File: src/rtl/spsram_ctrl_pkg.sv
// Shared types and constants for the single-port SRAM controller.
//   state_e  : controller mode (zero-fill INIT, normal RUN)
//   grant_e  : which request owns the SRAM port this cycle
//   RSP_DEPTH: read response queue depth, which also bounds outstanding reads
package spsram_ctrl_pkg;

  typedef enum logic {INIT, RUN} state_e;

  typedef enum logic [1:0] {GNT_NONE, GNT_WR, GNT_RD} grant_e;

  localparam int RSP_DEPTH = 2;

endpackage

File: src/rtl/spsram_ctrl_rspq.sv
// Two-entry response FIFO. Entries shift toward slot 0, so the head is always
// a register and rsp_data stays stable while the consumer stalls.
//   clk, rst_n : clock, async active-low reset (clears occupancy only)
//   push, din  : enqueue one word
//   pop        : dequeue the head (ignored when empty)
//   head       : current head word (meaningful when count != 0)
//   count      : number of valid entries, 0..RSP_DEPTH
module spsram_ctrl_rspq
  import spsram_ctrl_pkg::*;
#(
  parameter int W = 32
) (
  input  logic         clk,
  input  logic         rst_n,
  input  logic         push,
  input  logic [W-1:0] din,
  input  logic         pop,
  output logic [W-1:0] head,
  output logic [1:0]   count
);

  logic [W-1:0] slot0_q, slot0_d;
  logic [W-1:0] slot1_q, slot1_d;
  logic [1:0]   count_q, count_d;
  logic         pop_ok;
  logic         push_ok;

  always_comb begin
    slot0_d = slot0_q;
    slot1_d = slot1_q;
    count_d = count_q;
    pop_ok  = pop && (count_q != 2'd0);
    // A push into a full queue is only legal when the head leaves in the same cycle.
    push_ok = push && ((count_q < 2'(RSP_DEPTH)) || pop_ok);
    case ({push_ok, pop_ok})
      2'b10: begin
        if (count_q == 2'd0) slot0_d = din;
        else                 slot1_d = din;
        count_d = count_q + 2'd1;
      end
      2'b01: begin
        slot0_d = slot1_q;
        count_d = count_q - 2'd1;
      end
      2'b11: begin
        if (count_q == 2'd1) begin
          slot0_d = din;
        end else begin
          slot0_d = slot1_q;
          slot1_d = din;
        end
      end
      default: ;
    endcase
  end

  always_ff @(posedge clk or negedge rst_n) begin
    if (!rst_n) count_q <= 2'd0;
    else        count_q <= count_d;
  end

  always_ff @(posedge clk) begin
    slot0_q <= slot0_d;
    slot1_q <= slot1_d;
  end

  assign head  = slot0_q;
  assign count = count_q;

endmodule

File: src/rtl/spsram_ctrl.sv
// Initiator-side controller for a single-port synchronous SRAM with one-cycle
// registered read data. Zero-fills the array after reset, then arbitrates a
// write channel and a read channel onto the port; read data returns through a
// backpressurable response channel guarded by read credits.
//   clk, rst_n                       : clock, async active-low reset
//   init_done                        : array zero-fill complete
//   wr_vld/wr_rdy/wr_addr/wr_data    : write request channel
//   rd_vld/rd_rdy/rd_addr            : read request channel
//   rsp_vld/rsp_rdy/rsp_data         : read response channel
//   sram_en/wen/addr/din, sram_dout  : SRAM port
module spsram_ctrl
  import spsram_ctrl_pkg::*;
#(
  parameter  int W       = 32,
  parameter  int N       = 128,
  parameter  int INIT_EN = 1,
  localparam int AW      = $clog2(N)
) (
  input  logic          clk,
  input  logic          rst_n,
  output logic          init_done,
  input  logic          wr_vld,
  output logic          wr_rdy,
  input  logic [AW-1:0] wr_addr,
  input  logic [W-1:0]  wr_data,
  input  logic          rd_vld,
  output logic          rd_rdy,
  input  logic [AW-1:0] rd_addr,
  output logic          rsp_vld,
  input  logic          rsp_rdy,
  output logic [W-1:0]  rsp_data,
  output logic          sram_en,
  output logic          sram_wen,
  output logic [AW-1:0] sram_addr,
  output logic [W-1:0]  sram_din,
  input  logic [W-1:0]  sram_dout
);

  localparam logic [AW-1:0] LAST_ADDR = AW'(N - 1);

  state_e        state_q, state_d;
  logic [AW-1:0] cnt_q, cnt_d;
  logic          inflight_q, inflight_d;
  // Round-robin pointer: 0 favours the write channel, 1 the read channel.
  logic          rr_q, rr_d;
  grant_e        gnt;
  logic [1:0]    q_count;
  logic          pop;
  logic [2:0]    credit;
  logic          rd_ok;

  assign rsp_vld   = (q_count != 2'd0);
  assign pop       = rsp_vld && rsp_rdy;
  assign init_done = (state_q == RUN);

  always_comb begin
    state_d    = state_q;
    cnt_d      = cnt_q;
    rr_d       = rr_q;
    gnt        = GNT_NONE;
    wr_rdy     = 1'b0;
    rd_rdy     = 1'b0;
    sram_en    = 1'b0;
    sram_wen   = 1'b0;
    sram_addr  = '0;
    sram_din   = '0;
    // Count the slot freed by a same-cycle pop so streaming reads never stall.
    credit     = {1'b0, q_count} + {2'b0, inflight_q} - {2'b0, pop};
    rd_ok      = (credit < 3'(RSP_DEPTH));

    case (state_q)
      INIT: begin
        sram_en  = 1'b1;
        sram_wen = 1'b1;
        sram_addr = cnt_q;
        cnt_d    = cnt_q + 1'b1;
        if (cnt_q == LAST_ADDR) begin
          state_d = RUN;
          cnt_d   = '0;
        end
      end
      RUN: begin
        wr_rdy = !(rd_vld && rd_ok) || !rr_q;
        rd_rdy = rd_ok && (!wr_vld || rr_q);
        if (wr_vld && wr_rdy)      gnt = GNT_WR;
        else if (rd_vld && rd_rdy) gnt = GNT_RD;
        if (wr_vld && rd_vld && rd_ok) rr_d = !rr_q;
        case (gnt)
          GNT_WR: begin
            sram_en   = 1'b1;
            sram_wen  = 1'b1;
            sram_addr = wr_addr;
            sram_din  = wr_data;
          end
          GNT_RD: begin
            sram_en   = 1'b1;
            sram_addr = rd_addr;
          end
          default: ;
        endcase
      end
      default: state_d = RUN;
    endcase

    inflight_d = (gnt == GNT_RD);
  end

  always_ff @(posedge clk or negedge rst_n) begin
    if (!rst_n) begin
      state_q    <= (INIT_EN != 0) ? INIT : RUN;
      cnt_q      <= '0;
      inflight_q <= 1'b0;
      rr_q       <= 1'b0;
    end else begin
      state_q    <= state_d;
      cnt_q      <= cnt_d;
      inflight_q <= inflight_d;
      rr_q       <= rr_d;
    end
  end

  // SRAM data for the read issued last cycle is captured at the end of this one.
  spsram_ctrl_rspq #(.W(W)) u_rspq (
    .clk   (clk),
    .rst_n (rst_n),
    .push  (inflight_q),
    .din   (sram_dout),
    .pop   (pop),
    .head  (rsp_data),
    .count (q_count)
  );

  a_credit : assert property (@(posedge clk) disable iff (!rst_n)
    ({1'b0, q_count} + {2'b0, inflight_q}) <= 3'(RSP_DEPTH));

endmodule

File: config.mk
export PLATFORM = sky130hd
export DESIGN_NAME = spsram_ctrl
export DESIGN_NICKNAME = d
export VERILOG_FILES = /design/src/rtl/spsram_ctrl_pkg.sv /design/src/rtl/spsram_ctrl_rspq.sv /design/src/rtl/spsram_ctrl.sv
export SDC_FILE = /design/constraint.sdc
export NUM_CORES = 1
export LEC_CHECK = 0
export ABC_AREA = 1
export BUFFER_PORTS_ARGS = -buffer_cell sky130_fd_sc_hd__buf_2
export CAP_MARGIN = 20
export CELL_PAD_IN_SITES_DETAIL_PLACEMENT = 0
export CELL_PAD_IN_SITES_GLOBAL_PLACEMENT = 1
export CORE_MARGIN = 8
export CORE_UTILIZATION = 35
export DETAILED_ROUTE_END_ITERATION = 16
export PLACE_DENSITY = 0.8
export SYNTH_ARGS = -nofsm -noshare
export SYNTH_HDL_FRONTEND = slang
export SYNTH_HIERARCHICAL = 1
export SYNTH_SLANG_ARGS = --single-unit
export TNS_END_PERCENT = 30
File: constraint.sdc
create_clock -name clk -period 5.2 [get_ports clk]
set_input_delay 0.78 -clock clk [delete_from_list [all_inputs] [get_ports clk]]
set_output_delay 0.78 -clock clk [all_outputs]
set_load 0.02 [all_outputs]
After elaboration in Yosys (flattened, before gate mapping)
Cells that the tools add are included.
{"block": "word_totals", "ff_bits": 76, "word_cells": 74}
{"block": "classes", "n_bitwise": 1, "add_sub_neg": 5, "mux": 24, "reduce_logical": 24, "n_lt_le_gt_ge": 2, "n_eq_ne": 11}
{"cell": "$mux 32", "n": 6}
{"cell": "$pmux 32 s3", "n": 1}
{"cell": "$pmux 32 s2", "n": 1}
{"cell": "$pmux 7 s2", "n": 2}
{"cell": "$logic_and 1x1->1", "n": 9}
{"cell": "$eq 2x2->1 const B", "n": 4}
{"cell": "$mux 2", "n": 4}
{"cell": "$add 7x1->7 const B", "n": 1}
{"cell": "$eq 7x7->1 const B", "n": 1}
{"cell": "$mux 7", "n": 1}
{"cell": "$eq 2x1->1 const B", "n": 3}
{"cell": "$mux 1", "n": 6}
{"cell": "$reduce_bool 2->1", "n": 3}
{"cell": "$ne 2x2->1 const B", "n": 2}
{"cell": "$pmux 1 s2", "n": 2}
{"cell": "$pmux 2 s2", "n": 1}
{"cell": "$reduce_and 2->1", "n": 2}
{"cell": "$add 2x1->3", "n": 1}
{"cell": "$logic_not 1->1", "n": 3}
{"cell": "$logic_or 1x1->1", "n": 3}
{"cell": "$lt 3x2->1 const B", "n": 1}
{"cell": "$reduce_and 3->1", "n": 1}
{"cell": "$reduce_bool 3->1", "n": 1}
{"cell": "$sub 3x1->3", "n": 1}
{"cell": "other kinds (7)", "n": 7}

Longest topological paths before layout
{"block": "logic_depth", "word_depth": 14, "mapped_depth": 13, "mapped_depth_nobuf": 13}

Cells and area by module
Netlist, hierarchy kept.
{"module": "spsram_ctrl_rspq", "cells_each": 266, "area_per_inst_um2": 2830.2, "seq_area_each_um2": 1971.9, "instances": 1}
{"module": "spsram_ctrl", "cells_each": 173, "area_per_inst_um2": 1048.5, "seq_area_each_um2": 250.2, "instances": 1}

Least setup slack after synthesis
Ideal clock, no wire load.
{"block": "synth_timing", "path_type": "input port to flip-flop", "from": "input port rsp_rdy", "to": "register u_rspq.slot1_q[0], enable pin", "path_buffers": 0, "t_required_ns": 4.730, "setup_slack_ns": 0.806, "path_stages": 6, "arrival_ns": 3.924, "path_cell_list": "o21a_1 nand2_4 a21boi_1 ha_1 nand2_1 a21boi_0"}
{"block": "synth_between", "elab_chain_cells": 7}
{"item": "from (decl)", "line_no": "spsram_ctrl.sv:30", "source": "input logic rsp_rdy,"}
{"item": "$logic_and 1x1->1 *", "line_no": "spsram_ctrl.sv:53", "source": "assign pop = rsp_vld && rsp_rdy;"}
{"item": "$logic_and 1x1->1 *", "line_no": "spsram_ctrl_rspq.sv:32", "source": "pop_ok = pop && (count_q != 2'd0);"}
{"item": "$logic_or 1x1->1", "line_no": "spsram_ctrl_rspq.sv:34", "source": "push_ok = push && ((count_q < 2'(RSP_DEPTH)) || pop_ok);"}
{"item": "$logic_and 1x1->1", "line_no": "spsram_ctrl_rspq.sv:34"}
{"item": "$eq 2x2->1", "line_no": "spsram_ctrl_rspq.sv:35", "source": "case ({push_ok, pop_ok})"}
{"item": "$ne 2x2->1 (no source line) / $reduce_bool 2->1 (equally long branches)"}
{"item": "$reduce_and 3->1 (no source line) *"}
{"item": "to (signal assigned)", "line_no": "spsram_ctrl_rspq.sv:64", "source": "slot1_q <= slot1_d;"}
{"item": "to (decl)", "line_no": "spsram_ctrl_rspq.sv:23", "source": "logic [W-1:0] slot1_q, slot1_d;"}
Mark *: on every way between the ends. The rest lies on a longest branch, timed or not.
A chain may end at the register's enable or synchronous reset.

Worst setup path in the final report
{"block": "layout_timing", "from": "register u_rspq.count_q[1], in the netlist u_rspq/count[1]", "to": "output port sram_din[26]"}
{"block": "layout_between", "elab_chain_cells": 13}
{"item": "from (decl)", "line_no": "spsram_ctrl_rspq.sv:24", "source": "logic [1:0] count_q, count_d;"}
{"item": "from (signal assigned)", "line_no": "spsram_ctrl_rspq.sv:59", "source": "else count_q <= count_d;"}
{"item": "$reduce_bool 2->1 *", "line_no": "spsram_ctrl.sv:52", "source": "assign rsp_vld = (q_count != 2'd0);"}
{"item": "$logic_and 1x1->1 *", "line_no": "spsram_ctrl.sv:53"}
{"item": "via pop", "line_no": "spsram_ctrl.sv:48", "source": "logic pop;"}
{"item": "$sub 3x1->3 *", "line_no": "spsram_ctrl.sv:68", "source": "credit = {1'b0, q_count} + {2'b0, inflight_q} - {2'b0, pop};"}
{"item": "$lt 3x2->1 *", "line_no": "spsram_ctrl.sv:69", "source": "rd_ok = (credit < 3'(RSP_DEPTH));"}
{"item": "$logic_and 1x1->1", "line_no": "spsram_ctrl.sv:83", "source": "wr_rdy = !(rd_vld && rd_ok) || !rr_q;"}
{"item": "$logic_not 1->1", "line_no": "spsram_ctrl.sv:83"}
{"item": "$logic_or 1x1->1", "line_no": "spsram_ctrl.sv:83"}
{"item": "$logic_and 1x1->1", "line_no": "spsram_ctrl.sv:85", "source": "if (wr_vld && wr_rdy) gnt = GNT_WR;"}
{"item": "$mux 2 *", "line_no": "spsram_ctrl.sv:85"}
{"item": "$mux 2 *", "line_no": "spsram_ctrl.sv:71", "source": "case (state_q)"}
{"item": "$eq 2x1->1 *", "line_no": "spsram_ctrl.sv:88", "source": "case (gnt)"}
{"item": "$mux 32 *", "line_no": "spsram_ctrl.sv:88"}
{"item": "$mux 32 *", "line_no": "spsram_ctrl.sv:71"}
{"item": "to (decl)", "line_no": "spsram_ctrl.sv:35", "source": "output logic [W-1:0] sram_din,"}
Mark *: on every way through the listed nets, which the timed path passes. The rest lies on a longest branch. The select of a mux whose other input is x is not followed.

==> impl_table.tex <==
\begin{tabular}{lr}
\hline
Metric & Value \\
\hline
\multicolumn{2}{l}{\textbf{Status}} \\
\quad Run status & completed \\
\multicolumn{2}{l}{\textbf{Clock tree}} \\
\quad Clock tree from TritonCTS & built \\
\quad Setup fix buffers added after clock tree synthesis & 0 \\
\quad Clock net sink count & 76 \\
\quad Number of buffers created by CTS & 9 \\
\quad Resized Gates After CTS & 0 \\
\quad Worst-path clk slew & roughly 0.08 ns \\
\quad Clock insertion delay at the later pin of the skew report & 0.34 ns \\
\quad Root buffer cell & sky130\_fd\_sc\_hd\_\_clkbuf\_8 \\
\quad Longest Clk Path Bufs & 2 \\
\quad Count of hold buffers inserted by post-cts repair & 0 \\
\quad Maximum level of the CTS H-tree & 3 \\
\multicolumn{2}{l}{\textbf{STA}} \\
\quad Max transition margin & roughly half \\
\quad Aggregate negative setup slack & 0 ns \\
\quad Minimum period implied by the final worst setup slack & roughly 3.8 ns \\
\quad Setup-failing EPs final & 0 \\
\quad Number of slew-limit violations in the final report & 0 \\
\quad Setup repair after global routing missed its margin & false \\
\quad Worst Tran Pin Value & about 0.75 ns \\
\quad Fmax & 266.4 MHz \\
\quad Final hold violation count & 0 \\
\quad Final Skew & $\sim$0.01 ns \\
\quad Period utilisation layout & 72.18\% \\
\multicolumn{2}{l}{\textbf{Cells and area}} \\
\quad Fraction of final layout cells with drive strength greater than 1 & 32.17\% \\
\quad Fin area & 4949 sq um \\
\quad Final-stage net count & roughly 690 \\
\quad Layout overhead on the synthesized area & 27.58\% \\
\quad Antenna cell count & 0 \\
\quad Utilization after layout & between 40\% and 50\% \\
\multicolumn{2}{l}{\textbf{Power}} \\
\quad Worst voltage drop across the vdd grid & approximately 140 uV \\
\quad Cell area power density & 374.4 nW/um\^{}2 \\
\quad Lkg Pwr & 0.002649 uW \\
\multicolumn{2}{l}{\textbf{Yosys}} \\
\quad Synth top area share & around 50\% \\
\quad Synthesis Warnings & 6 \\
\quad Cell type with the largest total area after synthesis & sky130\_fd\_sc\_hd\_\_edfxtp\_1 \\
\quad Net count after synthesis & 530 \\
\quad Total of flip-flops plus latches after synthesis & 76 \\
\quad Distinct cells, synth & 29 \\
\quad Register area share after synthesis & between 50\% and 60\% \\
\quad Average cell area after synthesis & between 8 and 9 sq um \\
\quad Largest cells by area after synthesis & sky130\_fd\_sc\_hd\_\_edfxtp\_1, sky130\_fd\_sc\_hd\_\_nand2\_1, sky130\_fd\_sc\_hd\_\_dfrtp\_1 \\
\quad Post-Synthesis Cells & 439 \\
\quad Cell Area, Synth & between 3000 and 4000 sq um \\
\multicolumn{2}{l}{\textbf{Setup path}} \\
\quad Depth of the worst register-to-register path & 10 \\
\quad Crit-path max FO & 32 \\
\quad CP arrival & a little under 3 ns \\
\quad Launching instance or port of the critical path & u\_rspq/count[1] \\
\quad Capturing element type of the critical path & primary output \\
\quad Nature of the critical path startpoint & register \\
\quad Critical path start-end classification & reg -> out \\
\quad R2r setup slk & 2.27 ns \\
\quad Capturing instance or port of the critical path & sram\_din[26] \\
\quad Reg2Reg Capture Point & u\_rspq/head[11] \\
\quad Required time of the critical path & 4.42 ns \\
\quad FF-to-FF Start & u\_rspq/count[1] \\
\multicolumn{2}{l}{\textbf{Placed design}} \\
\quad Last weighted congestion value of the routability-driven placer & 0.7910 \\
\quad Final HPWL from detailed placement & between 7000 and 8000 um \\
\quad Number of buffers inserted by port buffering & between 150 and 200 \\
\quad Cell area reported after detailed placement & roughly 4800 sq um \\
\multicolumn{2}{l}{\textbf{Detailed routing}} \\
\quad Routed WL & a little over 10,000 um \\
\quad Routed Antenna Nets & 0 \\
\quad Number of DRC markers after the initial detailed-route iteration & 157 \\
\quad Remaining design rule violation count & 0 \\
\quad Mean routed wirelength per cell & between 10 and 15 um \\
\quad Per-cell via count in the routed design & between 4 and 5 \\
\quad Via count & around 3.2k \\
\quad Iteration count of the initial detailed-routing pass & 5 \\
\multicolumn{2}{l}{\textbf{GRT}} \\
\quad Number of global-route vias before repair & roughly 3.2k \\
\quad Maximum number of pins on one net before global-route repair & 37 \\
\quad GR Util All Layers & around 13\% \\
\quad Remaining global-route overflow & 0 \\
\quad First-pass GRT wire length & approximately 16,000 um \\
\quad Number of antenna violations at the first check in global routing & 0 \\
\multicolumn{2}{l}{\textbf{Job}} \\
\quad Maximum Capacitance Violations & 0 \\
\multicolumn{2}{l}{\textbf{Floorplanning}} \\
\quad Top-Level Pins & 160 \\
\quad Number of placement rows & 38 \\
\quad Die Height & $\sim$120 um \\
\quad Die footprint & between 10,000 and 15,000 sq um \\
\quad Die width & roughly 120 um \\
\quad Starting density of the core & 35.78\% \\
\quad Core footprint & $\sim$11,000 sq um \\
\multicolumn{2}{l}{\textbf{Worst hold path}} \\
\quad Class of the tightest hold or removal check & in -> async \\
\hline
\end{tabular}
==> final cells by class <==
type	count	area (sq um)
timing repair buffer	161	823.3
fill	1083	5892
clock buffer	9	123.9
multi-input combinational	262	1227
clock inverter	7	57.56
tap	140	175.2
inverter	85	319.1
sequential	76	2222
==> through the flow <==
| stage | hold slack (ns) | power (uW) | instances | setup slack, ns |
|---|---|---|---|---|
| 2_1_floorplan | 0.4635 | 1288 | 439 | 0.8057 |
| 3_3_place_gp | 0.4877 | 1456 | 723 | 1.583 |
| 3_5_place_dp | 0.4902 | 1466 | 724 | 1.525 |
| 4_1_cts | 0.2862 | 1892 | 740 | 1.396 |
| 5_1_grt | 0.2922 | 1987 | 740 | 1.201 |
| 6_report | 0.3077 | 1853 | 740 | 1.447 |
==> synth_stat cells (all sizes together) <==
library cell	instances
a21boi	2
a21oi	3
a31oi	1
buf	16
dfrtp	12
edfxtp	64
fa	1
ha	7
inv	85
nand2	136
nand3	21
nand3b	1
nand4	8
nor2	73
nor3	2
o21a	1
xnor2	3
xor2	3
==> cell families (layout without fill, tap and decap cells) <==
family	count (synthesis)	in the layout	synth area share [%]
buf+inv	101	262	11.35
fa+ha+maj	8	8	2.774
flops	76	76	57.29
simple gates	241	241	25.90
compound gates	7	7	1.323
xor+xnor	6	6	1.355
==> metal layers <==
layer	GRT usage (%)	up-vias	wire length (um)
met5	0	-	0
met4	4.626	0	104
met3	3.025	14	461
met2	24.63	75	5580
met1	14.89	1443	3957
li1	-	1654	-
==> registers in the layout, indices dropped and copies added (netlist names) <==
| name | count |
|---|---|
| cnt_q | 7 |
| u_rspq/head | 32 |
| init_done | 1 |
| inflight_q | 1 |
| u_rspq/count | 2 |
| u_rspq/slot1_q | 32 |
| rr_q | 1 |
==> cells in the final DEF, fill, tap and decap left out, types with 2 or more instances in the layout <==
| cell type | count |
|---|---|
| sky130_fd_sc_hd__xnor2_1 | 3 |
| sky130_fd_sc_hd__nor2_1 | 72 |
| sky130_fd_sc_hd__nand2_2 | 2 |
| sky130_fd_sc_hd__nor3_1 | 2 |
| sky130_fd_sc_hd__buf_2 | 159 |
| sky130_fd_sc_hd__dfrtp_1 | 12 |
| sky130_fd_sc_hd__inv_2 | 5 |
| sky130_fd_sc_hd__nand2_1 | 132 |
| sky130_fd_sc_hd__edfxtp_1 | 64 |
| sky130_fd_sc_hd__xor2_1 | 3 |
| sky130_fd_sc_hd__nand2_4 | 2 |
| sky130_fd_sc_hd__a21oi_2 | 2 |
| sky130_fd_sc_hd__clkbuf_8 | 9 |
| sky130_fd_sc_hd__nand3_1 | 19 |
| sky130_fd_sc_hd__nand3_2 | 2 |
| sky130_fd_sc_hd__inv_1 | 80 |
| sky130_fd_sc_hd__nand4_1 | 7 |
| sky130_fd_sc_hd__ha_1 | 7 |
| sky130_fd_sc_hd__clkinvlp_4 | 2 |
| sky130_fd_sc_hd__inv_6 | 3 |
==> how the worst min path moves through the flow <==
stage,to,slack [ns],cells after the start,startpoint
final,rr_q,0.31,1,rst_n
after global routing,rr_q,0.29,1,rst_n
after CTS,rr_q,0.29,1,rst_n
after detailed placement,cnt_q[6],0.49,1,cnt_q[6]
after global placement,cnt_q[4],0.49,1,cnt_q[4]
after floorplan,cnt_q[4],0.46,1,cnt_q[4]
==> power breakdown <==
part,switching (uW),internal [uW],total (uW)
clock network,238,181,419
logic,437,178,615
registers,35.7,783,818
total,711,1140,1850
==> worst max-delay path: stages, from the launching register on <==
cell	delay, ns
sky130_fd_sc_hd__dfrtp_1	0.50
sky130_fd_sc_hd__o21a_1	0.28
sky130_fd_sc_hd__ha_1	0.29
sky130_fd_sc_hd__inv_1	0.05
sky130_fd_sc_hd__nand2_1	0.05
sky130_fd_sc_hd__fa_1	0.48
sky130_fd_sc_hd__inv_1	0.06
sky130_fd_sc_hd__a21oi_2	0.14
sky130_fd_sc_hd__nand4_4	0.19
sky130_fd_sc_hd__nand2_4	0.32
sky130_fd_sc_hd__nor2_1	0.09
sky130_fd_sc_hd__buf_2	0.17
(Power assumes the default switching activity.)
